### config.mk
export PLATFORM = sky130hd
export DESIGN_NAME = if_fetch_stage_flat
export DESIGN_NICKNAME = d
export VERILOG_FILES = /design/src/rtl/if_pkg.sv /design/src/rtl/if_fetch_stage_if.sv /design/src/rtl/if_pc_reg.sv /design/src/rtl/if_fetch_stage.sv /design/src/flat_wrapper.sv
export SDC_FILE = /design/constraint.sdc
export NUM_CORES = 1
export LEC_CHECK = 0
export BUFFER_PORTS_ARGS = -buffer_cell sky130_fd_sc_hd__buf_2
export CORE_UTILIZATION = 30
export DETAILED_ROUTE_END_ITERATION = 6
export GPL_TIMING_DRIVEN = 0
export PLACE_DENSITY_LB_ADDON = 0.1
export REMOVE_ABC_BUFFERS = 1
export SLEW_MARGIN = 20
export SYNTH_ARGS = -nofsm -noshare
export SYNTH_HDL_FRONTEND = slang
export SYNTH_SLANG_ARGS = --single-unit
### constraint.sdc
create_clock -name clk -period 3.72 [get_ports clk]
set_input_delay 0 -clock clk [delete_from_list [all_inputs] [get_ports clk]]
set_output_delay 0 -clock clk [all_outputs]
set_load 0.01 [all_outputs]
### src/rtl/if_pkg.sv
// Shared constants and state encoding for the instruction-fetch stage.
package if_pkg;

    localparam logic [31:0] RESET_PC_DEF    = 32'h0000_0000;
    localparam logic [31:0] INSTR_BYTES_DEF = 32'd4;

    typedef logic [1:0] state_t;

    localparam state_t S_REQ  = 2'd0;
    localparam state_t S_HOLD = 2'd1;
    localparam state_t S_DROP = 2'd2;

endpackage

### src/rtl/if_fetch_stage_if.sv
// Instruction-memory request/response handshake between fetch stage and memory.
interface if_fetch_stage_if;

    logic        imem_req;
    logic [31:0] imem_addr;
    logic        imem_ready;
    logic [31:0] imem_rdata;

    modport master (
        output imem_req,
        output imem_addr,
        input  imem_ready,
        input  imem_rdata
    );

    modport slave (
        input  imem_req,
        input  imem_addr,
        output imem_ready,
        output imem_rdata
    );

endinterface

### src/rtl/if_pc_reg.sv
// Fetch PC and outstanding-request address registers.
module if_pc_reg
    import if_pkg::*;
#(
    parameter logic [31:0] RESET_PC    = RESET_PC_DEF,
    parameter logic [31:0] INSTR_BYTES = INSTR_BYTES_DEF
) (
    input  logic        clk,
    input  logic        reset,
    input  logic        load_target,
    input  logic        load_addr_target,
    input  logic        advance,
    input  logic        resync,
    input  logic [31:0] target,
    input  logic [31:0] inc_base,
    output logic [31:0] pc,
    output logic [31:0] addr_q
);

    always_ff @(posedge clk) begin
        if (reset) begin
            pc     <= RESET_PC;
            addr_q <= RESET_PC;
        end else if (advance) begin
            pc     <= inc_base + INSTR_BYTES;
            addr_q <= inc_base + INSTR_BYTES;
        end else begin
            if (load_target)
                pc <= target;
            // resync re-points the request at the redirect PC once the stale word drains
            if (load_addr_target)
                addr_q <= target;
            else if (resync)
                addr_q <= pc;
        end
    end

endmodule

### src/rtl/if_fetch_stage.sv
// Instruction-fetch stage: owns the PC, talks to instruction memory and steers IF/ID.
module if_fetch_stage
    import if_pkg::*;
#(
    parameter logic [31:0] RESET_PC    = RESET_PC_DEF,
    parameter logic [31:0] INSTR_BYTES = INSTR_BYTES_DEF
) (
    input  logic        clk,
    input  logic        reset,
    input  logic        stall_in,
    input  logic        branch_taken,
    input  logic [31:0] branch_target,
    if_fetch_stage_if.master imem,
    output logic [31:0] instruction,
    output logic [31:0] next_pc,
    output logic        if_id_load_enable,
    output logic        if_id_reset,
    output logic [31:0] pc
);

    state_t      state, state_nxt;
    logic [31:0] addr_q;
    logic [31:0] hold_instr, hold_pc;
    logic        req, done, capture;
    logic        load_target, load_addr_target, advance, resync;
    logic [31:0] inc_base;

    assign req  = !reset && (state != S_HOLD);
    assign done = req && imem.imem_ready;

    assign imem.imem_req  = req;
    assign imem.imem_addr = addr_q;

    if_pc_reg #(
        .RESET_PC    (RESET_PC),
        .INSTR_BYTES (INSTR_BYTES)
    ) u_pc_reg (
        .clk              (clk),
        .reset            (reset),
        .load_target      (load_target),
        .load_addr_target (load_addr_target),
        .advance          (advance),
        .resync           (resync),
        .target           (branch_target),
        .inc_base         (inc_base),
        .pc               (pc),
        .addr_q           (addr_q)
    );

    always_comb begin
        state_nxt         = state;
        if_id_load_enable = 1'b1;
        if_id_reset       = 1'b1;
        instruction       = 32'h0;
        next_pc           = 32'h0;
        load_target       = 1'b0;
        load_addr_target  = 1'b0;
        advance           = 1'b0;
        resync            = 1'b0;
        capture           = 1'b0;
        inc_base          = addr_q;
        if (reset) begin
            state_nxt = S_REQ;
        end else if (branch_taken) begin
            load_target = 1'b1;
            case (state)
                S_REQ: begin
                    if (done)
                        load_addr_target = 1'b1;
                    else
                        state_nxt = S_DROP;
                end
                S_HOLD: begin
                    load_addr_target = 1'b1;
                    state_nxt        = S_REQ;
                end
                default: ;
            endcase
        end else if (stall_in) begin
            if_id_load_enable = 1'b0;
            case (state)
                S_REQ: begin
                    if (done) begin
                        capture   = 1'b1;
                        state_nxt = S_HOLD;
                    end
                end
                S_HOLD: ;
                default: begin
                    if (done) begin
                        resync    = 1'b1;
                        state_nxt = S_REQ;
                    end
                end
            endcase
        end else begin
            case (state)
                S_REQ: begin
                    if (done) begin
                        advance     = 1'b1;
                        if_id_reset = 1'b0;
                        instruction = imem.imem_rdata;
                        next_pc     = addr_q + INSTR_BYTES;
                    end
                end
                S_HOLD: begin
                    advance     = 1'b1;
                    inc_base    = hold_pc;
                    if_id_reset = 1'b0;
                    instruction = hold_instr;
                    next_pc     = hold_pc + INSTR_BYTES;
                    state_nxt   = S_REQ;
                end
                default: begin
                    if (done) begin
                        resync    = 1'b1;
                        state_nxt = S_REQ;
                    end
                end
            endcase
        end
    end

    always_ff @(posedge clk) begin
        if (reset) begin
            state      <= S_REQ;
            hold_instr <= 32'h0;
            hold_pc    <= 32'h0;
        end else begin
            state <= state_nxt;
            if (capture) begin
                hold_instr <= imem.imem_rdata;
                hold_pc    <= addr_q;
            end
        end
    end

endmodule
### src/flat_wrapper.sv
// flat-port wrapper written by rule: the top's interface ports become plain ports
module if_fetch_stage_flat import if_pkg::*;
#(
    parameter logic [31:0] RESET_PC    = RESET_PC_DEF,
    parameter logic [31:0] INSTR_BYTES = INSTR_BYTES_DEF
)
  (clk, reset, stall_in, branch_taken, branch_target, instruction, next_pc, if_id_load_enable, if_id_reset, pc, imem_imem_req, imem_imem_addr, imem_imem_ready, imem_imem_rdata);
  if_fetch_stage_if imem_i ();
  input  logic clk;
  input  logic reset;
  input  logic stall_in;
  input  logic branch_taken;
  input  logic [31:0] branch_target;
  output logic [31:0] instruction;
  output logic [31:0] next_pc;
  output logic if_id_load_enable;
  output logic if_id_reset;
  output logic [31:0] pc;
  output wire logic [$bits(imem_i.imem_req)-1:0] imem_imem_req;
  output wire logic [$bits(imem_i.imem_addr)-1:0] imem_imem_addr;
  input wire logic [$bits(imem_i.imem_ready)-1:0] imem_imem_ready;
  input wire logic [$bits(imem_i.imem_rdata)-1:0] imem_imem_rdata;
  assign imem_imem_req = imem_i.imem_req;
  assign imem_imem_addr = imem_i.imem_addr;
  assign imem_i.imem_ready = imem_imem_ready;
  assign imem_i.imem_rdata = imem_imem_rdata;
  if_fetch_stage #(.RESET_PC(RESET_PC), .INSTR_BYTES(INSTR_BYTES)) u_core (.clk(clk), .reset(reset), .stall_in(stall_in), .branch_taken(branch_taken), .branch_target(branch_target), .imem(imem_i), .instruction(instruction), .next_pc(next_pc), .if_id_load_enable(if_id_load_enable), .if_id_reset(if_id_reset), .pc(pc));
endmodule
# --- Yosys cells after proc, flatten, opt, wreduce, memory -nomap -nowiden ---
# Index checks and enable logic that the tools add are counted.
word_totals:
  regBits: 130
  in_bits: 69
  out_inout_bits: 131
  elab_cells: 74
op_classes:
  add_sub_neg: 3
  n_eq_ne: 7
  muxes: 51
  n_reduce_logical: 8
ops:
  columns: ["op", "n"]
  rows:
  - ["32-bit 2-to-1 mux", 17]
  - ["32-bit one-hot mux with 2 select lines", 2]
  - ["32-bit by 3-bit adder with 32-bit output, second input constant", 3]
  - ["1-bit 2-to-1 mux", 22]
  - ["2-bit one-hot mux with 2 select lines", 3]
  - ["2-bit 2-to-1 mux", 5]
  - ["3-bit != test, second input constant", 3]
  - ["5-bit AND reduction", 1]
  - ["1-bit one-hot mux with 2 select lines", 2]
  - ["3-bit by 1-bit != test with 1-bit output, second input constant", 1]
  - ["3-bit by 2-bit != test with 1-bit output, second input constant", 1]
  - ["3-bit nonzero test", 1]
  - ["2-bit by 1-bit == test with 1-bit output, second input constant", 1]
  - ["1-bit logical AND", 2]
  - ["2-bit logical NOT", 1]
  - ["2-bit by 1-bit != test with 1-bit output, second input constant", 1]
  - ["2-bit nonzero test", 1]
  - ["2-bit OR reduction", 1]
  - ["1-bit logical NOT", 1]

# --- Logic depth before layout (Yosys ltp) ---
logic_depth:
  ltp_word: 10
  depth_mapped: 15
  mapped_depth_nobuf: 11

# --- By module ---
# A second synthesis with hierarchy kept.
unflattened:
  cells_unflattened: 1156
  area_unflattened_um2: 8752.1
modules_own_cells:
  columns: ["module", "n_inst", "cells_per_inst", "area_each_um2", "seq_area_each_um2"]
  rows:
  - ["if_fetch_stage", 1, 673, 4815.9, 1321.3]
  - ["if_pc_reg", 1, 483, 3936.3, 1281.2]

# --- Least setup slack after synthesis ---
# OpenSTA, ideal clock, no wires.
synth_timing:
  path_type: "register -> register"
  from: "reg u_core.state[1]"
  to: "reg u_core.u_pc_reg.pc[20]"
  setup_time_ps: 115
  t_arrival_ps: 2884
  required_time_ps: 3605
  path_slack_ps: 720
  path_stages_with_launch: 13
  path_buffers: 4
  synth_period_minus_slack_ps: 3000
  path_cell_list: "dfxtp_1 > or4_1 > buf_2 > nor2_2 > buf_6 > buf_6 > nand2_1 > nand2_1 > ha_1 > clkbuf_1 > o21ai_0 > or4_1 > and3_1"
synth_between:
  elab_chain_len: 9
  word_cells_on_any_way: 17
  classes_between: "add/sub: 1; eq/ne: 2; mux: 10; reduce/logical: 4"
synth_rtl:
  columns: ["element", "line_no", "text"]
  rows:
  - ["from (decl)", "if_fetch_stage.sv:21", "state_t state, state_nxt;"]
  - ["from (signal assigned)", "if_fetch_stage.sv:130", "state <= state_nxt;"]
  - ["parallel branches: the longest is 9 deep, another holds 32-bit by 3-bit adder with 32-bit output", null, null]
  - ["to (signal assigned)", "if_pc_reg.sv:25", "pc <= inc_base + INSTR_BYTES;"]
  - ["to (signal assigned)", "if_pc_reg.sv:29", "pc <= target;"]
  - ["to (decl)", "if_pc_reg.sv:16", "output logic [31:0] pc,"]
# Several ways; the timed one is not identified.
# A chain may end at the register's enable or synchronous reset.

# --- Final worst setup path ---
layout_timing:
  from: "in reset"
  to: "reg u_core.u_pc_reg.pc[22]"
layout_between:
  elab_chain_len: 9
  word_cells_on_any_way: 13
  classes_between: "add/sub: 1; mux: 8; reduce/logical: 4"
layout_rtl:
  columns: ["element", "line_no", "text"]
  rows:
  - ["from (decl)", "flat_wrapper.sv:10", "input logic reset;"]
  - ["parallel branches: the longest is 9 deep, another holds 32-bit by 3-bit adder with 32-bit output", null, null]
# Several ways; the timed one is not identified.

==> results.yml <==
logic_synthesis:
  ys_ff_latch: 130
  avgSynthCellArea_um2: 7.253
  syn_area_um2: 8153
  ys_warn_count: 0
  async_reset_ff_share_pct: 0
  synth-main-ff-cell: "dfxtp_1"
  seq_area_frac_synth_pct: 31.92
  synthCells: 1124
  synth_cell_types: 64
  synth_edf_count: 0
layout:
  n_antenna_cell: 0
  most-common-layout-cells: "nand2_1, buf_2, dfxtp_1"
  syn_to_final_growth_pct: 36.92
  layout_commonest_cell: "nand2_1"
  postLayoutCoreUtil_pct: 42.36
  num-nets-final: 1435
  final_area_um2: 11160
  drive_above_1_share_pct: 22.25
global_route:
  grt_pass1_wl_mm: 51.34
  gr-max-usage-layer: "met2"
  grtUsageMet2_pct: 38.44
  overflow: 0
  grt_use_met1_pct: 32.16
  gr-usage-met3_pct: 3.850
  grt_pass1_vias: 8703
  antenna_found_initial: 1
  track_usage_pct: 23.61
  grt_max_degree: 79
route:
  viasPerCell: 5.424
  drt_iter0_drc: 663
  wl_per_cell_um: 19.39
  drc_errors: 1
  vias: 9275
  first_pass_iters: 7
  routed_wl_mm: 33.16
  postRouteAntennaNets: 0
run_status:
  outcome: "finished, violations left"
  failed_checks: "design-rule violations"
min_path:
  holdPathStages: 5
  holdPathEnd: "u_core.u_pc_reg.addr_q[11]$_SDFFE_PP0P_"
  hold_class: "input pin to flop"
  hp-start: "branch_target[11]"
clock_tree:
  cts_buffers: 17
  cts-htree-levels: 4
  clk_path_buf_depth: 2
  clkTransAtPathRegs_ns: 0.06
  cts_sinks: 130
  cts_root_buf: "clkbuf_16"
  tritoncts: "built"
  clk_latency_ns: 0.44
job:
  maxCapViolCount: 0
sta:
  setup_viol_count_final: 0
  slew_violations: 0
  fmax_mhz: 279.5
  layout_min_cycle_time_ns: 3.578
  fin_ws_ns: 0.1421
  grt_setup_unrepaired: "no"
  finalHoldViolCount: 0
  worst_pin_slew_ns: 0.9817
  finClkSkew_ns: 0.02058
  relSlewSlack_pct: 34.48
  fin_crit_sh_pct: 96.18
critical_path:
  end_kind: "flop"
  cp.arrival_ns: 3.92
  r2r_slack_ns: 0.25
  required_ns: 4.06
  worstReg2RegStart: "u_core.state[1]$_SDFFE_PP0P_"
  start_kind: "input pin"
  r2r_cells: 9
  r2r-end: "u_core.u_pc_reg.pc[22]$_SDFFE_PP0P_"
  path_max_fanout: 78
  critPathKind: "input pin to flop"
pwr:
  p_sw_mw: 1.112
  pwr-share-clk_pct: 44.8
  ir_drop_mv: 0.2262
  power.total_mw: 3.827
  p_leak_nw: 4.392
  p_int_mw: 2.715
  pwr_density_cell_nw_per_um2: 342.8
  p_sw_share_pct: 29.06
  pwr-share-seq_pct: 40.2
  combPwrFrac_pct: 15.0
die:
  die_area_um2: 27840
  fp-row-count: 59
  start_util_pct: 30.94
  die_h_um: 166.9
  dieWidth_um: 166.9
  pin_count: 200
  core_area_um2: 26350
place:
  dpl.hpwl_mm: 21.56
  place_ws_ns: -0.8361
  place_congestion: 0.8396
  portBuffers: 199
  dpl_cell_area_um2: 9564
[Yosys cell counts (3+ instances only)]
cell      number  area, µm²
or3_1          9      56.30
o31ai_1        3      22.52
a21oi_1      104      520.5
nor2_1       100      375.4
buf_6          3      33.78
dfxtp_1      130       2603
a32oi_1        3      26.28
and3_1        20      125.1
mux2i_1       33      330.3
o221a_2        9      101.4
o221ai_1       3      26.28
or4_1          6      45.04
xnor2_1       31      271.5
nand2b_1       4      25.02
ha_1           3      37.54
o21ai_0       29      145.1
xor2_1        20      175.2
nand2_1      230      863.3
a22oi_1       48      360.4
and2_1         4      25.02
buf_1          6      22.52
o21ai_1        5      25.02
o211ai_1       5      37.54
a211oi_1      24      180.2
a31oi_1       11      68.82
nand4_1       23      143.9
o21a_1         4      30.03
nand3_1       47      235.2
nor3_1        18      90.09
o22ai_1       14      87.58
nor4_2         3      37.54
nor4_1        11      68.82
mux2_2         6      67.56
and4_1         6      52.55
a32o_1         3      30.03
inv_1         13      48.80
o2111a_1       4      45.04
clkbuf_1      75      281.5
buf_2         20      100.1
o31a_1         3      26.28
nor4_4         3      63.81
[how the worst max path moves through the flow]
stage	from	end	slack (ns)	depth (start not counted)
finish	reset	u_core.u_pc_reg.pc[22]$_SDFFE_PP0P_	0.14	12
CTS	u_core.state[1]$_SDFFE_PP0P_	u_core.u_pc_reg.pc[24]$_SDFFE_PP0P_	0.008	11
detailed placement	u_core.state[1]$_SDFFE_PP0P_	u_core.u_pc_reg.pc[30]$_SDFFE_PP0P_	-0.84	12
global route	reset	u_core.u_pc_reg.pc[22]$_SDFFE_PP0P_	0.006	12
floorplan	u_core.state[1]$_SDFFE_PP0P_	u_core.hold_instr[0]$_SDFFE_PP0P_	-3.96	4
global placement	reset	u_core.hold_pc[31]$_SDFFE_PP0P_	-12.31	5
[state kept, by name, summed over array words and instances (netlist names)]
name / cells
u_core.u_pc_reg.pc: 32
u_core.state: 2
u_core.u_pc_reg.addr_q: 32
u_core.hold_pc: 32
u_core.hold_instr: 32
[critical path, cell delays in order]
cell and delay [ns]:
dlygate4sd3_1 0.55, buf_6 0.21, buf_16 0.23, or4_4 0.59, buf_12 0.20, nor2_4 0.52
buf_16 0.24, inv_2 0.21, buf_12 0.25, nand2_2 0.37, o22ai_1 0.15, a211oi_1 0.23
[cell type report]
type / count / area, µm²
Clock buffer: 19 / 442.9
Clock inverter: 12 / 135.1
Fill cell: 2755 / 15190
Inverter: 15 / 56.30
Multi-Input combinational cell: 877 / 5175
Sequential cell: 130 / 2603
Tap cell: 335 / 419.2
Timing Repair Buffer: 322 / 2332
[power groups by stage]
| stage | clock network, mW | logic, mW | registers [mW] |
|---|---|---|---|
| after floorplan | 0 | 0.233 | 1.56 |
| after global placement | 0 | 0.472 | 1.57 |
| after detailed placement | 0 | 0.508 | 1.57 |
| after CTS | 1.75 | 0.576 | 1.54 |
| after global routing | 1.81 | 0.628 | 1.55 |
| final | 1.71 | 0.575 | 1.54 |
[logic make-up after synthesis]
logic type | count (synthesis) | share of synthesized area (%)
xor gates and xnor gates | 51 | 5.479
DFF | 130 | 31.92
buffers and inverters | 119 | 6.062
muxes | 39 | 4.880
adders and majority gates | 3 | 0.4605
AOI/OAI and AO/OA | 287 | 22.96
and+or+nand+nor | 495 | 28.24
[timing repair]
action                                  4_1_cts  5_1_grt
cloned                                        2        0
buffers inserted                              2        0
hold endpoints to repair                     82        0
gates resized for setup                       4        5
hold buffers                                 95        0
pin swaps                                     2        1
endpoints found under the setup margin       33       14
[layer usage]
metal | share of wire (%) | vias to the layer above
met4 | 1.5 | 0
met2 | 47 | 275
met3 | 5.0 | 26
met1 | 47 | 4467
met5 | 0 | -
li1 | - | 4507
[metrics by stage]
stage	TNS, ns	hold WS [ns]	std cells
CTS	0	0.009024	1710
finish	0	0.02613	1710
detailed placement	-13.14	0.2590	1580
floorplan	-435.45	0.04753	1020
global route	0	0.08090	1710
global placement	-1641.37	0.2551	1554
No activity file was read; power rests on OpenSTA's default activity.
